`src/rtl/demux4_tdm_if.sv`:
```
// demux4_tdm_if: serial TDM link plus recovered parallel channels.
//   master : drives en/din/frame, observes the recovered outputs
//   slave  : the demultiplexer side (demux4_tdm)
// Signals:
//   en, din, frame        slot enable, serial bit, slot-0 strobe
//   out_a..out_d          channel bits from the last complete frame
//   valid, err            one-cycle frame-complete / alignment-error pulses
//   locked                high while aligned
//   sel                   mux4-encoded current slot (a=00 b=10 c=01 d=11)
interface demux4_tdm_if;
  logic       en;
  logic       din;
  logic       frame;
  logic       out_a;
  logic       out_b;
  logic       out_c;
  logic       out_d;
  logic       valid;
  logic       err;
  logic       locked;
  logic [1:0] sel;

  modport master (
    output en, din, frame,
    input  out_a, out_b, out_c, out_d, valid, err, locked, sel
  );

  modport slave (
    input  en, din, frame,
    output out_a, out_b, out_c, out_d, valid, err, locked, sel
  );
endinterface

```
`src/rtl/demux4_tdm.sv`:
```
// demux4_tdm: 4-slot, 1-bit time-division demultiplexer.
// Recovers frame alignment from the frame strobe, collects slots a..c in
// shadow registers and publishes all four channels when slot d arrives.
// Ports:
//   clk    system clock, rising edge
//   reset  synchronous active-high reset (priority over everything)
//   bus    demux4_tdm_if.slave (serial in, parallel out, status)
module demux4_tdm (
  input  logic          clk,
  input  logic          reset,
  demux4_tdm_if.slave   bus
);

  typedef enum logic {HUNT = 1'b0, SYNC = 1'b1} state_t;

  state_t     state;
  logic [1:0] slot;
  logic       sh_a, sh_b, sh_c;
  logic [3:0] outs;   // {a,b,c,d}
  logic       valid_q, err_q;

  always_ff @(posedge clk) begin
    if (reset) begin
      state   <= HUNT;
      slot    <= 2'd0;
      sh_a    <= 1'b0;
      sh_b    <= 1'b0;
      sh_c    <= 1'b0;
      outs    <= 4'b0;
      valid_q <= 1'b0;
      err_q   <= 1'b0;
    end else begin
      // Pulses default low so they never stretch, including en=0 cycles.
      valid_q <= 1'b0;
      err_q   <= 1'b0;
      if (bus.en) begin
        case (state)
          HUNT: begin
            if (bus.frame) begin
              sh_a  <= bus.din;
              slot  <= 2'd1;
              state <= SYNC;
            end
          end
          SYNC: begin
            if (slot == 2'd0) begin
              if (bus.frame) begin
                sh_a <= bus.din;
                slot <= 2'd1;
              end else begin
                // Missing strobe: drop alignment.
                err_q <= 1'b1;
                slot  <= 2'd0;
                state <= HUNT;
              end
            end else if (bus.frame) begin
              // Early strobe: abandon the partial frame, this cycle is slot a.
              err_q <= 1'b1;
              sh_a  <= bus.din;
              slot  <= 2'd1;
            end else begin
              case (slot)
                2'd1:    sh_b <= bus.din;
                2'd2:    sh_c <= bus.din;
                default: begin
                  outs    <= {sh_a, sh_b, sh_c, bus.din};
                  valid_q <= 1'b1;
                end
              endcase
              slot <= slot + 2'd1;  // 3 wraps to 0
            end
          end
          default: state <= HUNT;
        endcase
      end
    end
  end

  assign bus.out_a  = outs[3];
  assign bus.out_b  = outs[2];
  assign bus.out_c  = outs[1];
  assign bus.out_d  = outs[0];
  assign bus.valid  = valid_q;
  assign bus.err    = err_q;
  assign bus.locked = (state == SYNC);
  // mux4 encoding is the bit-reversed slot index; forced to 00 while hunting.
  assign bus.sel    = (state == SYNC) ? {slot[0], slot[1]} : 2'b00;

endmodule
```
`src/flat_wrapper.sv`:
```
// flat-port wrapper written by rule: the top's interface ports become plain ports
module demux4_tdm_flat 
  (clk, reset, bus_en, bus_din, bus_frame, bus_out_a, bus_out_b, bus_out_c, bus_out_d, bus_valid, bus_err, bus_locked, bus_sel);
  demux4_tdm_if bus_i ();
  input  logic clk;
  input  logic reset;
  input wire logic [$bits(bus_i.en)-1:0] bus_en;
  input wire logic [$bits(bus_i.din)-1:0] bus_din;
  input wire logic [$bits(bus_i.frame)-1:0] bus_frame;
  output wire logic [$bits(bus_i.out_a)-1:0] bus_out_a;
  output wire logic [$bits(bus_i.out_b)-1:0] bus_out_b;
  output wire logic [$bits(bus_i.out_c)-1:0] bus_out_c;
  output wire logic [$bits(bus_i.out_d)-1:0] bus_out_d;
  output wire logic [$bits(bus_i.valid)-1:0] bus_valid;
  output wire logic [$bits(bus_i.err)-1:0] bus_err;
  output wire logic [$bits(bus_i.locked)-1:0] bus_locked;
  output wire logic [$bits(bus_i.sel)-1:0] bus_sel;
  assign bus_i.en = bus_en;
  assign bus_i.din = bus_din;
  assign bus_i.frame = bus_frame;
  assign bus_out_a = bus_i.out_a;
  assign bus_out_b = bus_i.out_b;
  assign bus_out_c = bus_i.out_c;
  assign bus_out_d = bus_i.out_d;
  assign bus_valid = bus_i.valid;
  assign bus_err = bus_i.err;
  assign bus_locked = bus_i.locked;
  assign bus_sel = bus_i.sel;
  demux4_tdm u_core (.clk(clk), .reset(reset), .bus(bus_i));
endmodule
```
`config.mk`:
```
export PLATFORM = sky130hd
export DESIGN_NAME = demux4_tdm_flat
export DESIGN_NICKNAME = d
export VERILOG_FILES = /design/src/rtl/demux4_tdm_if.sv /design/src/rtl/demux4_tdm.sv /design/src/flat_wrapper.sv
export SDC_FILE = /design/constraint.sdc
export NUM_CORES = 1
export LEC_CHECK = 0
export BUFFER_PORTS_ARGS = -buffer_cell sky130_fd_sc_hd__buf_2
export CAP_MARGIN = 20
export CORE_AREA = 4 4 41 43
export DETAILED_ROUTE_END_ITERATION = 16
export DIE_AREA = 0 0 45 47
export GPL_ROUTABILITY_DRIVEN = 0
export MAX_ROUTING_LAYER = met4
export PLACE_DENSITY = 0.73
export SYNTH_ARGS = -nofsm -noshare
export SYNTH_HDL_FRONTEND = slang
export SYNTH_SLANG_ARGS = --single-unit
```
`constraint.sdc`:
```
create_clock -name clk -period 1.69 [get_ports clk]
set_input_delay 0.338 -clock clk [delete_from_list [all_inputs] [get_ports clk]]
set_output_delay 0.338 -clock clk [all_outputs]
set_load 0.01 [all_outputs]
```
======== Word-level counts from Yosys, hierarchy flattened ========
Index checks and enable logic that the tools add are counted.
operators by class
  $add $sub $neg .......................... 1
  equal/unequal tests ..................... 3
  multiplexer cells ....................... 13
  bitwise operators ....................... 5
  reduce and logical (&&, ||, !) cells .... 9
operators by type and width
  kind                                                                    count
  5-bit AND reduction                                                     3
  2-bit two-way mux                                                       4
  1-bit two-way mux                                                       7
  1-bit NOT                                                               5
  5-bit OR reduction                                                      1
  2-bit case mux with 2 select lines                                      1
  2-bit AND reduction                                                     2
  3-bit OR reduction                                                      1
  2-bit by 1-bit adder with 2-bit output (second input constant)          1
  2-bit by 1-bit equality test with 1-bit output (second input constant)  1
  2-bit equality test (second input constant)                             1
  2-bit zero test                                                         1
  2-bit inequality test (second input constant)                           1
  1-bit case mux with 2 select lines                                      1
  2-bit OR reduction                                                      1
storage, ports and cells
  bits in registers ....................... 12
  output and inout port bits .............. 9

======== Depth between registers and ports, before layout ========
  depth after elaboration ................. 4
  gate-level depth with buffers ........... 6
  mapped depth without buffers ............ 6

======== Worst setup path after synthesis ========
OpenSTA, ideal clock, no wires.
  path kind ............................... register to register
  start ................................... register u_core.slot[0]
  end ..................................... register u_core.outs[1]
  library setup time ...................... 0.072 ns
  arrival ................................. 1.367 ns
  required time ........................... 1.618 ns
  path slack .............................. 0.252 ns
  stages on the path, launching flop included .. 7
  path buffers ............................ 0
  clock period less this slack ............ 1.438 ns
  cells stage by stage .................... dfxtp_1 -> inv_1 -> ha_1 -> inv_1 -> ha_1 -> and4b_1 -> mux2i_1
between the ends
  word-level cells in the longest chain between the ends .. 4
  elaborated cells between the ends (all ways) .. 7
  classes of those cells .................. 2 x eq/ne; 2 x bitwise; 3 x reduce/logical
RTL lines
  item                                                                                   RTL line          source
  start: declaration                                                                     demux4_tdm.sv:17  logic [1:0] slot;
  start signal: assignment                                                               demux4_tdm.sv:70  slot <= slot + 2'd1;
  2-bit by 1-bit equality test with 1-bit output or 2-bit equality test (tied branches)  demux4_tdm.sv:62  case (slot)
  2-bit OR reduction (no line)                                                           n/a
  1-bit NOT (no line)                                                                    n/a
  5-bit AND reduction (no line) *                                                        n/a
  end signal: assignment                                                                 demux4_tdm.sv:66  outs <= {sh_a, sh_b, sh_c, bus.din};
  end: declaration                                                                       demux4_tdm.sv:19  logic [3:0] outs;
Mark *: on every way between the ends. The rest lies on a longest branch, timed or not.
A chain may end at the register's enable or synchronous reset.

======== Final worst setup path ========
  start ................................... register u_core.slot[0]
  end ..................................... register u_core.outs[3]
The elaborated chain is that of the path after synthesis.

==> flow_metrics.py <==
metrics = {
    "synth": {
        "ys.flop_type": "dfxtp_1",
        "netlist_area_um2": 642,
        "synth_cell_types": 25,
        "yosysTopAreaCell": "dfxtp_1",
        "synth-seq-area-share": 0.374,
        "syn-num-nets": 70,
        "ys_ff_latch": 12,
        "synth_commonest_cells": "dfxtp_1, nand2b_1, mux2i_1, ha_1, inv_1",
        "synth_edf_count": 0,
        "avgSynthCellArea_um2": 10.7,
        "async_flop_share": 0,
        "synth_area_leaders": "dfxtp_1, ha_1, mux2i_1",
        "synth.most_common_cell": "dfxtp_1",
        "yosysTopAreaCellShare": 0.374,
        "yosysWarningCount": 0,
        "synth_cells": 60,
    },
    "critical_path": {
        "critPathLaunch": "u_core.slot[0]",
        "endpoint": "u_core.outs[3]",
        "criticalPathCategory": "flop to flop",
        "max_stage_delay_ns": 0.37,
        "crit_fanout": 6,
        "r2r_cells": 6,
        "start_kind": "flop",
        "timing.rr.end": "u_core.outs[3]",
        "end_kind": "flop",
        "r2r-start": "u_core.slot[0]",
        "crit_chain": "inv_1, ha_1, inv_1, ha_1, and4b_2, mux2i_1",
        "crit_required_ns": 1.90,
        "cp_slowest_cell": "dfxtp_2",
        "r2r_slack_ns": 0.17,
        "arrival_ns": 1.73,
    },
    "power": {
        "p_per_area_nw_per_um2": 800,
        "leakage_nw": 0.378,
        "total_power_w": 0.000596,
        "irDropWorstVdd_v": 0.000460,
    },
    "layout": {
        "final_core_util": 0.572,
        "diodes": 0,
        "nFillCells": 126,
        "drive_gt1_frac": 0.320,
        "syn2layout_area_growth_pct": 16.0,
        "final_nets": 86,
    },
    "drt": {
        "dr_wl_met3_um": 43,
        "detail_route.wl_per_cell_um": 13.7,
        "wl_mm": 1.23,
        "vias": 463,
        "dr_wl_met2_um": 578,
        "vias_per_cell": 5.14,
        "ant_nets": 0,
        "routed.top_layer": "met4",
        "drtPass1Iterations": 2,
        "drtIter0Drc": 2,
        "drc": 0,
        "drt-met1-wl_um": 561,
    },
    "clock_network": {
        "clock_latency_ns": 0.28,
        "cts_sinks": 12,
        "htreeDepth": 1,
        "cts_tree": "built",
        "cts_max_path_buffers": 2,
        "root_buffer": "clkbuf_4",
        "cts_hold_buf": 0,
        "cts.clk_slew.worst_paths_ns": 0.08,
        "cts_buffers": 3,
    },
    "global_routing": {
        "grt_overflow_total": 0,
        "grt_pass1_vias": 492,
        "grt_max_degree": 14,
        "grt_pass1_wl_mm": 2.14,
        "grt.total_usage": 0.152,
        "antenna_found_initial": 0,
    },
    "floorplanning": {
        "die_area_um2": 2120,
        "die_h_um": 47,
        "die_w_um": 45,
        "initial_core_util": 0.493,
        "core_area_um2": 1300,
        "ios": 14,
        "row_count": 13,
    },
    "timing": {
        "whs_ns": 0.352,
        "rsz0062_at_grt": "false",
        "final_max_slew_viol_count": 0,
        "fin_crit_sh": 0.897,
        "period_needed_ns": 1.52,
        "worstMarginPinSlew_ns": 0.325,
        "tns_ns": 0,
        "fin_skew_ns": 0.00534,
        "hold_viol": 0,
        "fmax_mhz": 660,
        "slew-limit-headroom": 0.783,
        "setup_viol": 0,
    },
    "placed_design": {
        "port_buffers": 13,
        "dpl.hpwl_um": 883,
    },
    "outcome": {
        "run_status": "finished, final reports clean",
    },
    "worst_hold_path": {
        "hp-class": "input pin to flop",
    },
    "run": {
        "max_cap_violations": 0,
    },
}
==> cell families after synthesis <==
family                   share of synthesized area
AND/OR/NAND/NOR                              0.238
flip-flops                                   0.374
AO/OA/AOI/OAI                                0.131
buffers and inverters                       0.0663
multiplexers                                0.0936
adder cells (fa/ha/maj)                     0.0975
==> area by class of cell <==
class                           instances  area, um^2  share of cell area
Multi-Input combinational cell         41         360               0.484
Tap cell                               15        18.8              0.0252
Timing Repair Buffer                   14        72.6              0.0975
Inverter                                4        15.0              0.0202
Clock buffer                            4        36.3              0.0487
Sequential cell                        12         241               0.324
==> what timing repair did <==
action | 4_1_cts | 5_1_grt
setup buffers | 0 | 0
gates resized for setup | 0 | 2
setup endpoints to repair | 0 | 2
==> sequential cells by signal (all words and copies together) (netlist names) <==
| register | cells |
|---|---|
| u_core.outs | 4 |
| u_core.slot | 2 |
| u_core.sh_c | 1 |
| u_core.bus.valid | 1 |
| u_core.sh_a | 1 |
| u_core.bus.locked | 1 |
| u_core.bus.err | 1 |
| u_core.sh_b | 1 |
==> power breakdown <==
part | internal, W | total [W] | switching, W
Sequential | 0.000288 | 0.000296 | 0.00000776
Combinational | 0.0000292 | 0.0000655 | 0.0000363
Clock | 0.000131 | 0.000234 | 0.000103
Total | 0.000449 | 0.000596 | 0.000147
==> per-layer routing <==
metal / vias up / GRT usage
met1: 210 / 0.150
met2: 10 / 0.243
met5: - / -
met3: 6 / 0.0498
met4: 0 / 0.123
li1: 237 / -
==> worst max-delay path, delay by kind of cell, from the launching register on <==
family                     cells  cell delay (ns)
adders and majority gates      2             0.47
and+or+nand+nor                1             0.29
buffers and inverters          2             0.14
DFF                            1             0.37
muxes                          1             0.18
==> stage by stage <==
| stage | cells | instance area [um^2] | setup slack [ns] |
|---|---|---|---|
| 2_1_floorplan | 60 | 642 | 0.252 |
| 3_3_place_gp | 86 | 706 | 0.175 |
| 3_5_place_dp | 86 | 706 | 0.112 |
| 4_1_cts | 90 | 742 | 0.0957 |
| 5_1_grt | 90 | 744 | 0.0427 |
| 6_report | 90 | 744 | 0.175 |
==> worst min path at each step <==
stage	from	end	slack [ns]	depth (start not counted)
after detailed placement	u_core.outs[0]	u_core.outs[0]	0.46	2
after floorplan	u_core.sh_a	u_core.outs[3]	0.45	2
final	bus_din	u_core.sh_a	0.35	3
after global placement	u_core.outs[2]	u_core.outs[2]	0.46	2
after CTS	bus_din	u_core.sh_a	0.34	3
after global routing	bus_din	u_core.sh_a	0.35	3
==> placed cells by master, fill, tap and decap left out <==
cell type and n:
mux2i_1 6, clkbuf_8 1, clkbuf_4 3, and3b_1 2
nand2b_1 8, o21ai_1 1, and2_1 3, nand3_1 1
a21oi_1 1, a21oi_2 1, nor3_1 1, nor2_1 1
a311oi_2 1, dfxtp_1 11, nand4b_4 1, inv_1 4
buf_2 13, o21bai_1 1, nand4_1 2, a211oi_2 1
and4b_2 1, nor2b_1 1, buf_4 1, a21bo_1 1
a32o_1 1, o211a_1 1, ha_1 5, dfxtp_2 1
Note: power is estimated with default switching activity, not from simulation.
